==> src/rtl/fifo_arb_pkg.sv <==
// Shared definitions for the FIFO write arbiter: state encodings, statistics
// counter width and a constant log2 helper used for index widths.
package fifo_arb_pkg;

  localparam logic ST_IDLE = 1'b0;
  localparam logic ST_OWN  = 1'b1;

  localparam int STAT_W = 16;

  typedef enum logic {
    S_IDLE = ST_IDLE,
    S_OWN  = ST_OWN
  } arb_state_e;

  // Width needed to index 'value' items; never less than one bit.
  function automatic int clog2(input int value);
    int r;
    r = 0;
    while ((1 << r) < value) r++;
    if (r == 0) r = 1;
    return r;
  endfunction

endpackage

==> src/rtl/fifo_wr_arbiter_rr_pick.sv <==
// Rotating-priority encoder: returns the first set request at or after rr_ptr,
// wrapping from N_REQ-1 back to 0.
module rr_pick
  import fifo_arb_pkg::*;
#(
  parameter int N_REQ = 4
) (
  input  logic [N_REQ-1:0]        req,
  input  logic [clog2(N_REQ)-1:0] rr_ptr,
  output logic [clog2(N_REQ)-1:0] winner,
  output logic                    valid
);

  localparam int IDX_W = clog2(N_REQ);

  always_comb begin
    int idx;
    idx    = 0;
    winner = '0;
    valid  = 1'b0;
    for (int k = 0; k < N_REQ; k++) begin
      idx = int'(rr_ptr) + k;
      if (idx >= N_REQ) idx = idx - N_REQ;
      if (!valid && req[idx]) begin
        valid  = 1'b1;
        winner = IDX_W'(idx);
      end
    end
  end

endmodule

==> src/rtl/fifo_wr_arbiter.sv <==
// Round-robin burst arbiter sharing one FIFO write port among N_REQ producers.
// Define FIFO_ARB_STATS_EN to add per-requester saturating grant counters (stat_cnt).
//
// state | meaning
// IDLE  | arbitrate from rr_ptr; a grant here starts a burst (or rotates if MAX_BURST==1)
// OWN   | locked to owner until MAX_BURST grants, owner drops req, or reset
module fifo_wr_arbiter
  import fifo_arb_pkg::*;
#(
  parameter int N_REQ      = 4,
  parameter int DATA_WIDTH = 8,
  parameter int MAX_BURST  = 2
) (
  input  logic                          clk,
  input  logic                          reset,
  input  logic [N_REQ-1:0]              req,
  input  logic [N_REQ*DATA_WIDTH-1:0]   req_data,
  output logic [N_REQ-1:0]              grant,
  input  logic                          fifo_full,
  output logic                          fifo_wr,
  output logic [DATA_WIDTH-1:0]         fifo_w_data,
  output logic [clog2(N_REQ)-1:0]       owner,
`ifdef FIFO_ARB_STATS_EN
  output logic [N_REQ*STAT_W-1:0]       stat_cnt,
`endif
  output logic                          busy
);

  localparam int         IDX_W      = clog2(N_REQ);
  localparam logic [7:0] BURST_LAST = 8'(MAX_BURST - 1);

  arb_state_e       state_q, state_d;
  logic [IDX_W-1:0] rr_ptr_q, rr_ptr_d;
  logic [IDX_W-1:0] owner_q, owner_d;
  logic [7:0]       burst_q, burst_d;
  logic [N_REQ-1:0] grant_c;
  logic [IDX_W-1:0] pick_idx;
  logic             pick_valid;

  function automatic logic [IDX_W-1:0] next_idx(input logic [IDX_W-1:0] i);
    return (i == IDX_W'(N_REQ - 1)) ? '0 : i + IDX_W'(1);
  endfunction

  rr_pick #(.N_REQ(N_REQ)) u_rr_pick (
    .req    (req),
    .rr_ptr (rr_ptr_q),
    .winner (pick_idx),
    .valid  (pick_valid)
  );

  always_comb begin
    state_d  = state_q;
    rr_ptr_d = rr_ptr_q;
    owner_d  = owner_q;
    burst_d  = burst_q;
    grant_c  = '0;
    case (state_q)
      S_IDLE: begin
        if (pick_valid && !fifo_full) begin
          grant_c[pick_idx] = 1'b1;
          owner_d           = pick_idx;
          if (MAX_BURST == 1) begin
            rr_ptr_d = next_idx(pick_idx);
          end else begin
            state_d = S_OWN;
            burst_d = 8'd1;
          end
        end
      end
      S_OWN: begin
        if (req[owner_q]) begin
          // A full FIFO only stalls the burst; the lock and count are kept.
          if (!fifo_full) begin
            grant_c[owner_q] = 1'b1;
            if (burst_q == BURST_LAST) begin
              state_d  = S_IDLE;
              rr_ptr_d = next_idx(owner_q);
              burst_d  = 8'd0;
            end else begin
              burst_d = burst_q + 8'd1;
            end
          end
        end else begin
          state_d  = S_IDLE;
          rr_ptr_d = next_idx(owner_q);
          burst_d  = 8'd0;
        end
      end
      default: state_d = S_IDLE;
    endcase
    if (reset) grant_c = '0;
  end

  always_ff @(posedge clk or posedge reset) begin
    if (reset) begin
      state_q  <= S_IDLE;
      rr_ptr_q <= '0;
      owner_q  <= '0;
      burst_q  <= 8'd0;
    end else begin
      state_q  <= state_d;
      rr_ptr_q <= rr_ptr_d;
      owner_q  <= owner_d;
      burst_q  <= burst_d;
    end
  end

  always_comb begin
    fifo_w_data = '0;
    for (int i = 0; i < N_REQ; i++) begin
      if (grant_c[i]) fifo_w_data = req_data[i*DATA_WIDTH +: DATA_WIDTH];
    end
  end

  assign grant   = grant_c;
  assign fifo_wr = |grant_c;
  assign owner   = owner_q;
  assign busy    = (state_q == S_OWN);

`ifdef FIFO_ARB_STATS_EN
  logic [N_REQ-1:0][STAT_W-1:0] stat_q;

  always_ff @(posedge clk or posedge reset) begin
    if (reset) begin
      stat_q <= '0;
    end else begin
      for (int i = 0; i < N_REQ; i++) begin
        if (grant_c[i] && (stat_q[i] != {STAT_W{1'b1}})) stat_q[i] <= stat_q[i] + 1'b1;
      end
    end
  end

  assign stat_cnt = stat_q;
`endif

endmodule

==> config.mk <==
export PLATFORM = sky130hd
export DESIGN_NAME = fifo_wr_arbiter
export DESIGN_NICKNAME = d
export VERILOG_FILES = /design/src/rtl/fifo_arb_pkg.sv /design/src/rtl/fifo_wr_arbiter_rr_pick.sv /design/src/rtl/fifo_wr_arbiter.sv
export SDC_FILE = /design/constraint.sdc
export NUM_CORES = 1
export LEC_CHECK = 0
export BUFFER_PORTS_ARGS = -buffer_cell sky130_fd_sc_hd__buf_4
export CORE_AREA = 8 8 67 69
export DETAILED_ROUTE_END_ITERATION = 8
export DIE_AREA = 0 0 75 77
export PLACE_DENSITY = 0.76
export SLEW_MARGIN = 20
export SYNTH_ARGS = -nofsm -noshare
export SYNTH_HDL_FRONTEND = slang
export SYNTH_HIERARCHICAL = 1
export SYNTH_SLANG_ARGS = --single-unit
==> constraint.sdc <==
create_clock -name clk -period 5.3 [get_ports clk]
set_input_delay 0.53 -clock clk [delete_from_list [all_inputs] [get_ports clk]]
set_output_delay 0.53 -clock clk [all_outputs]
set_load 0.01 [all_outputs]
==> impl_metrics.csv, run 1 <==
group,metric,value,unit
run_status,status,"finished clean",
cts,cts_buffer_depth,2,
worst_setup_path,endpoint,"fifo_w_data[5]",
synth,synthTopCellsByArea,"dfrtp_1, a211oi_2, ha_1",
worst_setup_path,crit_buf_inv,2,
sta,period_share,61.3,%
synth,ys_seq_area_share,23.7,%
route,ant_nets,0,
global_route,grt_start_max_net_pins,18,
worst_setup_path,r2r_start,"burst_q[0]$_DFFE_PP0P_",
sta,hold_viol_final,0,
floorplan,start_util,39.2,%
route,viasPerCell,5.37,
worst_setup_path,path_class,"register to primary output",
route,drc,0,
worst_setup_path,worstPathRequired,4.77,ns
route,wl_per_cell,15.0,um
route,drt_iter0_drc,70,
worst_setup_path,crit_path_max_incr_delay,0.41,ns
place,port_buffers,54,
layout,synthToLayoutAreaGrowth,32.4,%
sta,fin_skew,0.00396,ns
global_route,grt_overflow,0,
cts,htreeDepth,1,
route,vias,1390,
worst_setup_path,cp-start-kind,"register",
worst_setup_path,r2r-end,"burst_q[7]$_DFFE_PP0P_",
cts,post_cts_buffers,0,
cts,cts.sinks,13,
cts,cts_buffers,3,
layout,layout-drive-gt1-share,41.2,%
place,place_ws,2.13,ns
synth,syn_area,1370,um2
cts,cts_root_buffer,"clkbuf_4",
worst_setup_path,cp_cell_sequence,"inv_2 > a221o_1 > a21oi_1 > nand4bb_1 > or2_2 > a21oi_2 > a22oi_1 > a211oi_2 > buf_4",
synth,synth_edf_count,0,
synth,async_flop_share,100,%
floorplan,die_area,5780,um2
pwr,ir_drop,0.189,mV
place,dp_hpwl,3.05,mm
sta,rsz0062_at_grt,"false",
pwr,powerDensity,368,nW/um2
global_route,grt_pass1_vias,1322,
global_route,antenna_found_initial,0,
sta,finalSetupViolations,0,
floorplan,die_w,75,um
synth,yosysWarnings,6,
synth,synth.avg_cell_area,8.62,um2
sta,tightest_slew,0.601,ns
worst_setup_path,cpMaxStageDelayCell,"a21oi_2",
cts,tritoncts,"yes",
sta,fmax,308,MHz
flow_run,maxCapViolations,0,
worst_setup_path,rrSetupSlack,3.20,ns
sta,min_period,3.25,ns
floorplan,core-area,3500,um2
sta,tns,0,ns
worst_setup_path,rr_worst_depth,6,
floorplan,io-pin-count,55,
layout,final_util,51.9,%
worst_setup_path,worstPathArrival,2.72,ns
sta,hold_slack,0.338,ns
synth,syn-num-nets,204,
synth,synth_area_leader_cell,"dfrtp_1",
cts,cts_hold_buf,0,
layout,n_antenna_cell,0,
worst_setup_path,cp_num_cells,9,
pwr,leakagePower,0.820,nW
layout,fin_nets,257,
sta,setup_ws,2.05,ns
floorplan,die_h,77,um
worst_setup_path,critPathTopFamily,"compound AO/OA/AOI/OAI gates",
synth,synth_ff_type,"dfrtp_1",
sta,maxSlewViolCount,0,
place,place.gp.congestion,0.830,
hold_path,hold_class,"input port to async pin",
worst_setup_path,crit_start,"rr_ptr_q[0]$_DFFE_PP0P_",
route,routed_wirelength,3.88,mm
global_route,grt_pass1_wl,6.40,mm
synth,synth.top_cell.area_share,23.7,%
global_route,track_usage,13.7,%
synth,synth_cell_types,50,
synth,synthCells,159,
layout,fillers,339,
cts,worstSkewPairLatency,0.28,ns
route,dr.pass1.iters,4,
cts,cts_resized,0,
worst_setup_path,crit_fanout,10,
cts,clk_pin_slew,0.08,ns
floorplan,fp-row-count,22,
sta,slew_headroom,59.9,%
worst_setup_path,endpoint_kind,"primary output",
synth,ys_ff_latch,13,
registers in the layout, summed over array words and instances (netlist names):
register and cells:
burst_q 8, busy 1, owner 2, rr_ptr_q 2
per-stage QoR:
step                      instances  total power, mW  instance area (um2)
after global placement          255            0.602                 1790
after CTS                       259            0.672                 1820
after detailed placement        255            0.606                 1790
final                           259            0.668                 1820
after floorplan                 159            0.474                 1370
after global routing            259            0.730                 1820
worst min-delay path by stage:
stage / start / to / slack [ns] / cells after the start
floorplan: reset / burst_q[0]$_DFFE_PP0P_ / 0.44 / 1
global placement: burst_q[7]$_DFFE_PP0P_ / burst_q[7]$_DFFE_PP0P_ / 0.47 / 1
detailed placement: burst_q[7]$_DFFE_PP0P_ / burst_q[7]$_DFFE_PP0P_ / 0.47 / 1
CTS: reset / burst_q[1]$_DFFE_PP0P_ / 0.34 / 2
global route: reset / owner[0]$_DFFE_PP0P_ / 0.38 / 2
finish: reset / owner[0]$_DFFE_PP0P_ / 0.34 / 2
cell usage in the layout, fill, tap and decap left out, types with 2 or more instances in the layout:
master	n
o21ai_0	9
nor2b_1	2
clkbuf_4	3
ha_1	6
o21a_1	2
nor2_1	13
buf_4	54
o31ai_1	6
nand2_1	11
mux2_2	4
nand4b_1	2
or4b_1	2
a21oi_1	4
dfrtp_1	13
inv_2	2
nor3b_1	2
a22oi_1	9
and3_2	2
a2bb2oi_2	3
nor3_1	8
nand3_1	6
inv_1	12
nand2b_1	2
a211oi_2	8
per-layer routing:
layer / vias up / routed length, um / global-route usage (%)
li1: 702 / - / -
met1: 657 / 1630 / 17.4
met2: 29 / 2030 / 22.8
met3: 2 / 205 / 3.12
met4: 0 / 10 / 1.76
met5: - / 0 / 0
final cells by class:
| cell class | instances | area (um2) | share of cell area, % |
|---|---|---|---|
| tap | 48 | 60.1 | 3.31 |
| timing repair buffer | 54 | 405 | 22.3 |
| sequential | 13 | 325 | 17.9 |
| inverter | 15 | 58.8 | 3.24 |
| multi-input combinational | 125 | 940 | 51.8 |
| clock buffer | 4 | 26.3 | 1.45 |
cell families after synthesis:
| logic type | Yosys count | share of synthesized area [%] |
|---|---|---|
| DFF | 13 | 23.7 |
| muxes | 6 | 5.66 |
| adders and majority gates | 6 | 5.47 |
| buffers and inverters | 21 | 7.76 |
| and+or+nand+nor | 61 | 25.7 |
| AOI/OAI and AO/OA | 52 | 31.7 |
where the power goes:
group	internal, mW	switching [mW]
registers	0.126	0.0614
clock network	0.0292	0.0346
logic	0.215	0.202
total	0.370	0.298
synthesized netlist by cell type (all sizes together) (2+ instances only):
library cell  instances
dfrtp                13
ha                    6
nand2b                2
nor2b                 2
and3                  3
nor3                  8
nand2                12
a21oi                 5
nand4b                2
a22oi                 9
mux2                  4
nor3b                 2
inv                  15
buf                   6
nor2                 15
o21ai                10
o31ai                 6
or4b                  2
o21a                  2
or2                   2
nand3                 6
a211oi                8
a2bb2oi               3
(Power assumes the default switching activity.)
==> inputs of run 2 (changes only) <==
Settings changed: PLACE_DENSITY 0.76 to 0.79.
Clock period 5.3 ns to 2.9 ns, I/O delays scaled along.
==> run 2 against run 1 <==
Effect of this change: clock skew shrank 0.0018 ns; clock-buffer cell count stayed put; sequential power is 87% higher; non-clock buffer count increased by 3; critical endpoint is now fifo_w_data[6]; highest routed layer unchanged.
==> impl_metrics.csv, run 2 (synthesis gave the netlist of run 1 again) <==
group,metric,value,unit
run_status,status,"finished clean",
sta,tightest_slew,0.582,ns
sta,maxSlewViolCount,0,
worst_setup_path,cp_num_cells,8,
worst_setup_path,endpoint_kind,"primary output",
sta,fin_skew,0.00215,ns
place,port_buffers,54,
floorplan,die_h,77,um
layout,final_common_cell,"buf_4",
route,drc,0,
cts,post_cts_buffers,0,
place,place.gp.congestion,0.829,
cts,cts.sinks,13,
layout,layout-drive-gt1-share,45.6,%
worst_setup_path,rr_worst_depth,6,
worst_setup_path,cpMaxStageDelayCell,"or4b_4",
place,place_area,1810,um2
layout,n_antenna_cell,0,
sta,fmax,357,MHz
global_route,grt_start_max_net_pins,17,
floorplan,fp-row-count,22,
global_route,grt_overflow,0,
worst_setup_path,cp_cell_sequence,"o221ai_2 > a21oi_2 > or4b_4 > nor2_2 > o2111a_2 > a22oi_1 > a211oi_2 > buf_4",
pwr,ir_drop,0.392,mV
worst_setup_path,worstPathArrival,2.51,ns
global_route,grt_pass1_wl,6.59,mm
global_route,track_usage,13.9,%
layout,synthToLayoutAreaGrowth,38.2,%
route,routed_wirelength,4.11,mm
layout,fin_nets,261,
cts,worstSkewPairLatency,0.27,ns
hold_path,hold_class,"input port to async pin",
worst_setup_path,cp-start-kind,"register",
pwr,powerDensity,669,nW/um2
floorplan,core-area,3500,um2
route,drt_iter0_drc,103,
layout,fillers,333,
worst_setup_path,crit_buf_inv,1,
worst_setup_path,critPathTopFamily,"compound AO/OA/AOI/OAI gates",
worst_setup_path,crit_fanout,8,
sta,rsz0062_at_grt,"true",
sta,finalSetupViolations,0,
sta,period_share,96.5,%
layout,largest_reg_flops,8,
pwr,leakagePower,0.842,nW
sta,setup_ws,0.101,ns
sta,hold_viol_final,0,
pwr,power,1.27,mW
global_route,antenna_found_initial,0,
floorplan,start_util,39.2,%
cts,cts_buffer_depth,2,
sta,slew_headroom,61.0,%
layout,fin_area,1900,um2
cts,htreeDepth,1,
worst_setup_path,path_class,"register to primary output",
route,viasPerCell,5.40,
route,wl_per_cell,15.6,um
floorplan,io-pin-count,55,
cts,cts_root_buffer,"clkbuf_4",
worst_setup_path,worstPathRequired,2.61,ns
cts,cts_buffers,3,
flow_run,maxCapViolations,0,
cts,cts_hold_buf,0,
route,vias,1420,
cts,tritoncts,"yes",
route,ant_nets,0,
sta,min_period,2.80,ns
global_route,grt_pass1_vias,1381,
sta,tns,0,ns
floorplan,die_area,5780,um2
place,place_ws,0.112,ns
route,dr.pass1.iters,4,
worst_setup_path,crit_path_max_incr_delay,0.55,ns
floorplan,die_w,75,um
place,dp_hpwl,3.04,mm
layout,layout_common_cells,"buf_4, inv_1, nor2_1",
layout,final_util,54.2,%
layout,regMostFlops,"burst_q",
cts,clk_pin_slew,0.07,ns
-- run 2: cell count changes in the layout (fill, tap and decap cells not counted), sizes merged --
cell / change
buf: +3
a21oi: +1
-- run 2: area by class of cell --
type                       instances  area [um2]  area share, %
sequential                        13         328           17.3
multi-input combinational        126         995           52.5
clock buffer                       4        26.3           1.39
tap                               48        60.1           3.17
inverter                          15        58.8           3.10
timing repair buffer              57         428           22.6
-- run 2: what timing repair did --
action	in CTS	in global routing
pin swaps	1	3
endpoints found under the setup margin	8	8
gates cloned	1	0
gates resized for setup	1	10
-- run 2: worst min-delay path, cell delays in order --
cell	delay, ns
buf_4	0.14
inv_1	0.07
buf_4	0.23
-- run 2: metrics by stage --
step,hold WS (ns),std cells
after floorplan,0.200,159
after global placement,0.353,258
after detailed placement,0.363,258
after CTS,0.0804,263
after global routing,0.108,263
final,0.100,263
-- run 2: final timing paths --
kind | startpoint | endpoint | slack, ns
min reg2reg | burst_q[7]$_DFFE_PP0P_ | burst_q[7]$_DFFE_PP0P_ | 0.49
min in group clk | fifo_full | burst_q[0]$_DFFE_PP0P_ | 0.47
max | rr_ptr_q[0]$_DFFE_PP0P_ | fifo_w_data[6] | 0.10
max in group asynchronous | reset | owner[0]$_DFFE_PP0P_ | 2.61
max reg2reg | burst_q[0]$_DFFE_PP0P_ | burst_q[7]$_DFFE_PP0P_ | 0.79
min | reset | burst_q[3]$_DFFE_PP0P_ | 0.10
-- run 2: report_power, final --
group          internal (mW)  total [mW]  switching, mW
sequential             0.233       0.350          0.117
clock                 0.0533       0.108         0.0549
combinational          0.417       0.811          0.394
-- run 2: layer usage --
metal  vias to the layer above  share of wire (%)  GRT usage, %
met4                         0               0.92          2.35
met3                         4                3.9          3.25
met2                        28                 53          23.4
li1                        708                  -             -
met5                         -                  0             0
met1                       680                 42          17.4
==> inputs of run 3 (changes only) <==
Settings changed: ABC_AREA set to 1, CORE_AREA 8 8 67 69 to 8 8 75 77, DIE_AREA 0 0 75 77 to 0 0 83 85, PLACE_DENSITY 0.79 to 0.75.
==> run 3 against run 2 <==
Effect of this change: sequential power shrank 5%; critical path type unchanged; total power is 110% higher; first-iteration DRC count rose by 27%; sequential cell count did not move; largest cell class unchanged; core utilization rose by 0.48 points.
==> impl_metrics.csv, run 3 <==
group,metric,value,unit
sta,hold_slack,0.112,ns
place,dp_hpwl,3.92,mm
global_route,grt_start_max_net_pins,27,
synth,synth_cell_types,33,
sta,tns,0,ns
layout,layout_common_cells,"nand2_1, buf_4, inv_1",
synth,synth_area_leader_cell,"nand2_1",
synth,yosysWarnings,6,
pwr,powerDensity,1050,nW/um2
route,ant_nets,0,
layout,regMostFlops,"burst_q",
floorplan,io-pin-count,55,
worst_setup_path,r2r-end,"burst_q[6]$_DFFE_PP0P_",
worst_setup_path,path_class,"register to primary output",
cts,htreeDepth,1,
synth,synth.most_common_cell,"nand2_1",
sta,tightest_slew,0.441,ns
cts,tritoncts,"yes",
sta,finalSetupViolations,0,
sta,fmax,360,MHz
global_route,track_usage,13.6,%
global_route,grt_overflow,0,
worst_setup_path,worstPathArrival,2.49,ns
cts,worstSkewPairLatency,0.24,ns
cts,cts.sinks,13,
floorplan,start_util,38.3,%
cts,cts_buffers,3,
layout,fin_nets,403,
run_status,status,"finished clean",
synth,yosys-top-cells-count,"nand2_1, inv_1, nand4_1",
synth,synth_ff_type,"dfrtp_1",
layout,synthToLayoutAreaGrowth,43.0,%
worst_setup_path,cpMaxStageDelayCell,"dfrtp_2",
layout,layout-drive-gt1-share,38.9,%
layout,n_antenna_cell,0,
worst_setup_path,rrSetupSlack,0.84,ns
layout,multi_input_area,1270,um2
floorplan,die_w,83,um
sta,hold_viol_final,0,
sta,slew_headroom,70.5,%
worst_setup_path,worstPathRequired,2.61,ns
route,vias,2071,
global_route,grt_pass1_wl,8.45,mm
cts,clk_pin_slew,0.06,ns
floorplan,fp-row-count,25,
route,viasPerCell,5.04,
worst_setup_path,path_common_cell,"nand2_1",
pwr,ir_drop,0.671,mV
synth,ys_ff_latch,13,
synth,async_flop_share,100,%
worst_setup_path,cp_cell_sequence,"buf_6 > nand2_4 > nand2_4 > nand2_2 > nand2_2 > nor2_4 > nand3_2 > nand2_1 > nand2_1 > inv_2 > inv_2 > o31ai_4 > nand3_2 > nand2_1 > inv_1 > nand2_1 > nand2_1 > buf_4",
cts,cts_buffer_depth,2,
synth,synth.top_cell.area_share,21.2,%
worst_setup_path,crit_path_max_incr_delay,0.44,ns
synth,synthCells,289,
sta,min_period,2.78,ns
sta,rsz0062_at_grt,"true",
floorplan,core-area,4540,um2
synth,synthTopCellsByArea,"nand2_1, dfrtp_1, inv_1",
synth,syn-num-nets,334,
synth,syn_area,1740,um2
layout,ff_latch_area,328,um2
cts,cts_root_buffer,"clkbuf_8",
place,place.gp.congestion,0.884,
sta,maxSlewViolCount,0,
place,port_buffers,54,
synth,ys_seq_area_share,18.7,%
layout,fillers,445,
layout,largest_reg_flops,8,
route,routed_wirelength,5.31,mm
worst_setup_path,cp-start-kind,"register",
route,drt_iter0_drc,131,
sta,period_share,95.9,%
floorplan,die_area,7060,um2
synth,synth.avg_cell_area,6.00,um2
worst_setup_path,crit_fanout,6,
synth,synth_edf_count,0,
worst_setup_path,r2r_start,"rr_ptr_q[0]$_DFFE_PP0P_",
global_route,grt_pass1_vias,1950,
sta,fin_skew,0.00152,ns
hold_path,hold_class,"input port to async pin",
flow_run,maxCapViolations,0,
route,drc,0,
floorplan,die_h,85,um
worst_setup_path,endpoint_kind,"primary output",
global_route,antenna_found_initial,0,
route,wl_per_cell,12.9,um
route,dr.pass1.iters,5,
pwr,leakagePower,1.35,nW
worst_setup_path,rr_worst_depth,14,
layout,final_common_cell,"nand2_1",
cts,cts_hold_buf,0,
-- run 3: worst max path at each step --
stage	start	endpoint	cells after the start
2_1_floorplan	rr_ptr_q[0]$_DFFE_PP0P_	fifo_w_data[0]	16
3_3_place_gp	rr_ptr_q[1]$_DFFE_PP0P_	fifo_w_data[5]	17
3_5_place_dp	rr_ptr_q[0]$_DFFE_PP0P_	fifo_w_data[5]	17
4_1_cts	rr_ptr_q[0]$_DFFE_PP0P_	fifo_w_data[5]	17
5_1_grt	rr_ptr_q[0]$_DFFE_PP0P_	fifo_w_data[7]	17
6_report	rr_ptr_q[0]$_DFFE_PP0P_	fifo_w_data[3]	18
-- run 3: routing by layer --
| metal | vias to the layer above | routed length (um) | track usage, % |
|---|---|---|---|
| met4 | 0 | 70 | 2.72 |
| met3 | 4 | 174 | 2.11 |
| met1 | 956 | 2200 | 15.5 |
| met5 | - | 0 | 0 |
| li1 | 1066 | - | - |
| met2 | 45 | 2870 | 25.7 |
-- run 3: through the flow --
step	setup WS (ns)	power, mW	util [%]	std cells	cell area (um2)
2_1_floorplan	0.565	1.54	-	289	1740
5_1_grt	-0.0732	2.87	54.7	411	2480
4_1_cts	0.0128	2.25	50.4	404	2280
6_report	0.119	2.62	54.7	411	2480
3_3_place_gp	0.356	2.05	49.4	400	2240
3_5_place_dp	0.277	2.07	49.4	400	2240
-- run 3: logic make-up (layout without fill, tap and decap cells) --
kind of cell             count (synthesis)  after routing  synth area share (%)
AND/OR/NAND/NOR                        182            184                  52.6
AO/OA/AOI/OAI                           25             25                  9.95
flip-flops                              13             13                  18.7
buffers and inverters                   63            129                  14.3
adder cells (fa/ha/maj)                  6              6                  4.33
-- run 3: final cells by class --
class,instances,area share [%]
repair buffers,67,21.6
multi-input cells,215,51.3
clock buffers,4,1.82
well taps,54,2.72
flip-flops and latches,13,13.2
inverters,58,9.28
-- run 3: worst max-delay path: cells and delay by family, from the launching register on --
kind | cells | cell delay [ns]
AO/OA/AOI/OAI | 1 | 0.31
buffers and inverters | 5 | 0.49
flip-flops | 1 | 0.44
AND/OR/NAND/NOR | 12 | 1.00
-- run 3: where the power goes --
group | switching, mW | internal, mW | leakage [nW]
Clock | 0.0697 | 0.0971 | 0.0228
Sequential | 0.0947 | 0.238 | 0.168
Combinational | 1.27 | 0.848 | 1.16
Total | 1.43 | 1.18 | 1.35
-- run 3: repair_timing --
action / in CTS / in global routing
setup endpoints to repair: 0 / 10
buffers inserted: 0 / 5
resized for setup: 0 / 48
hold endpoints to repair: 0 / 0
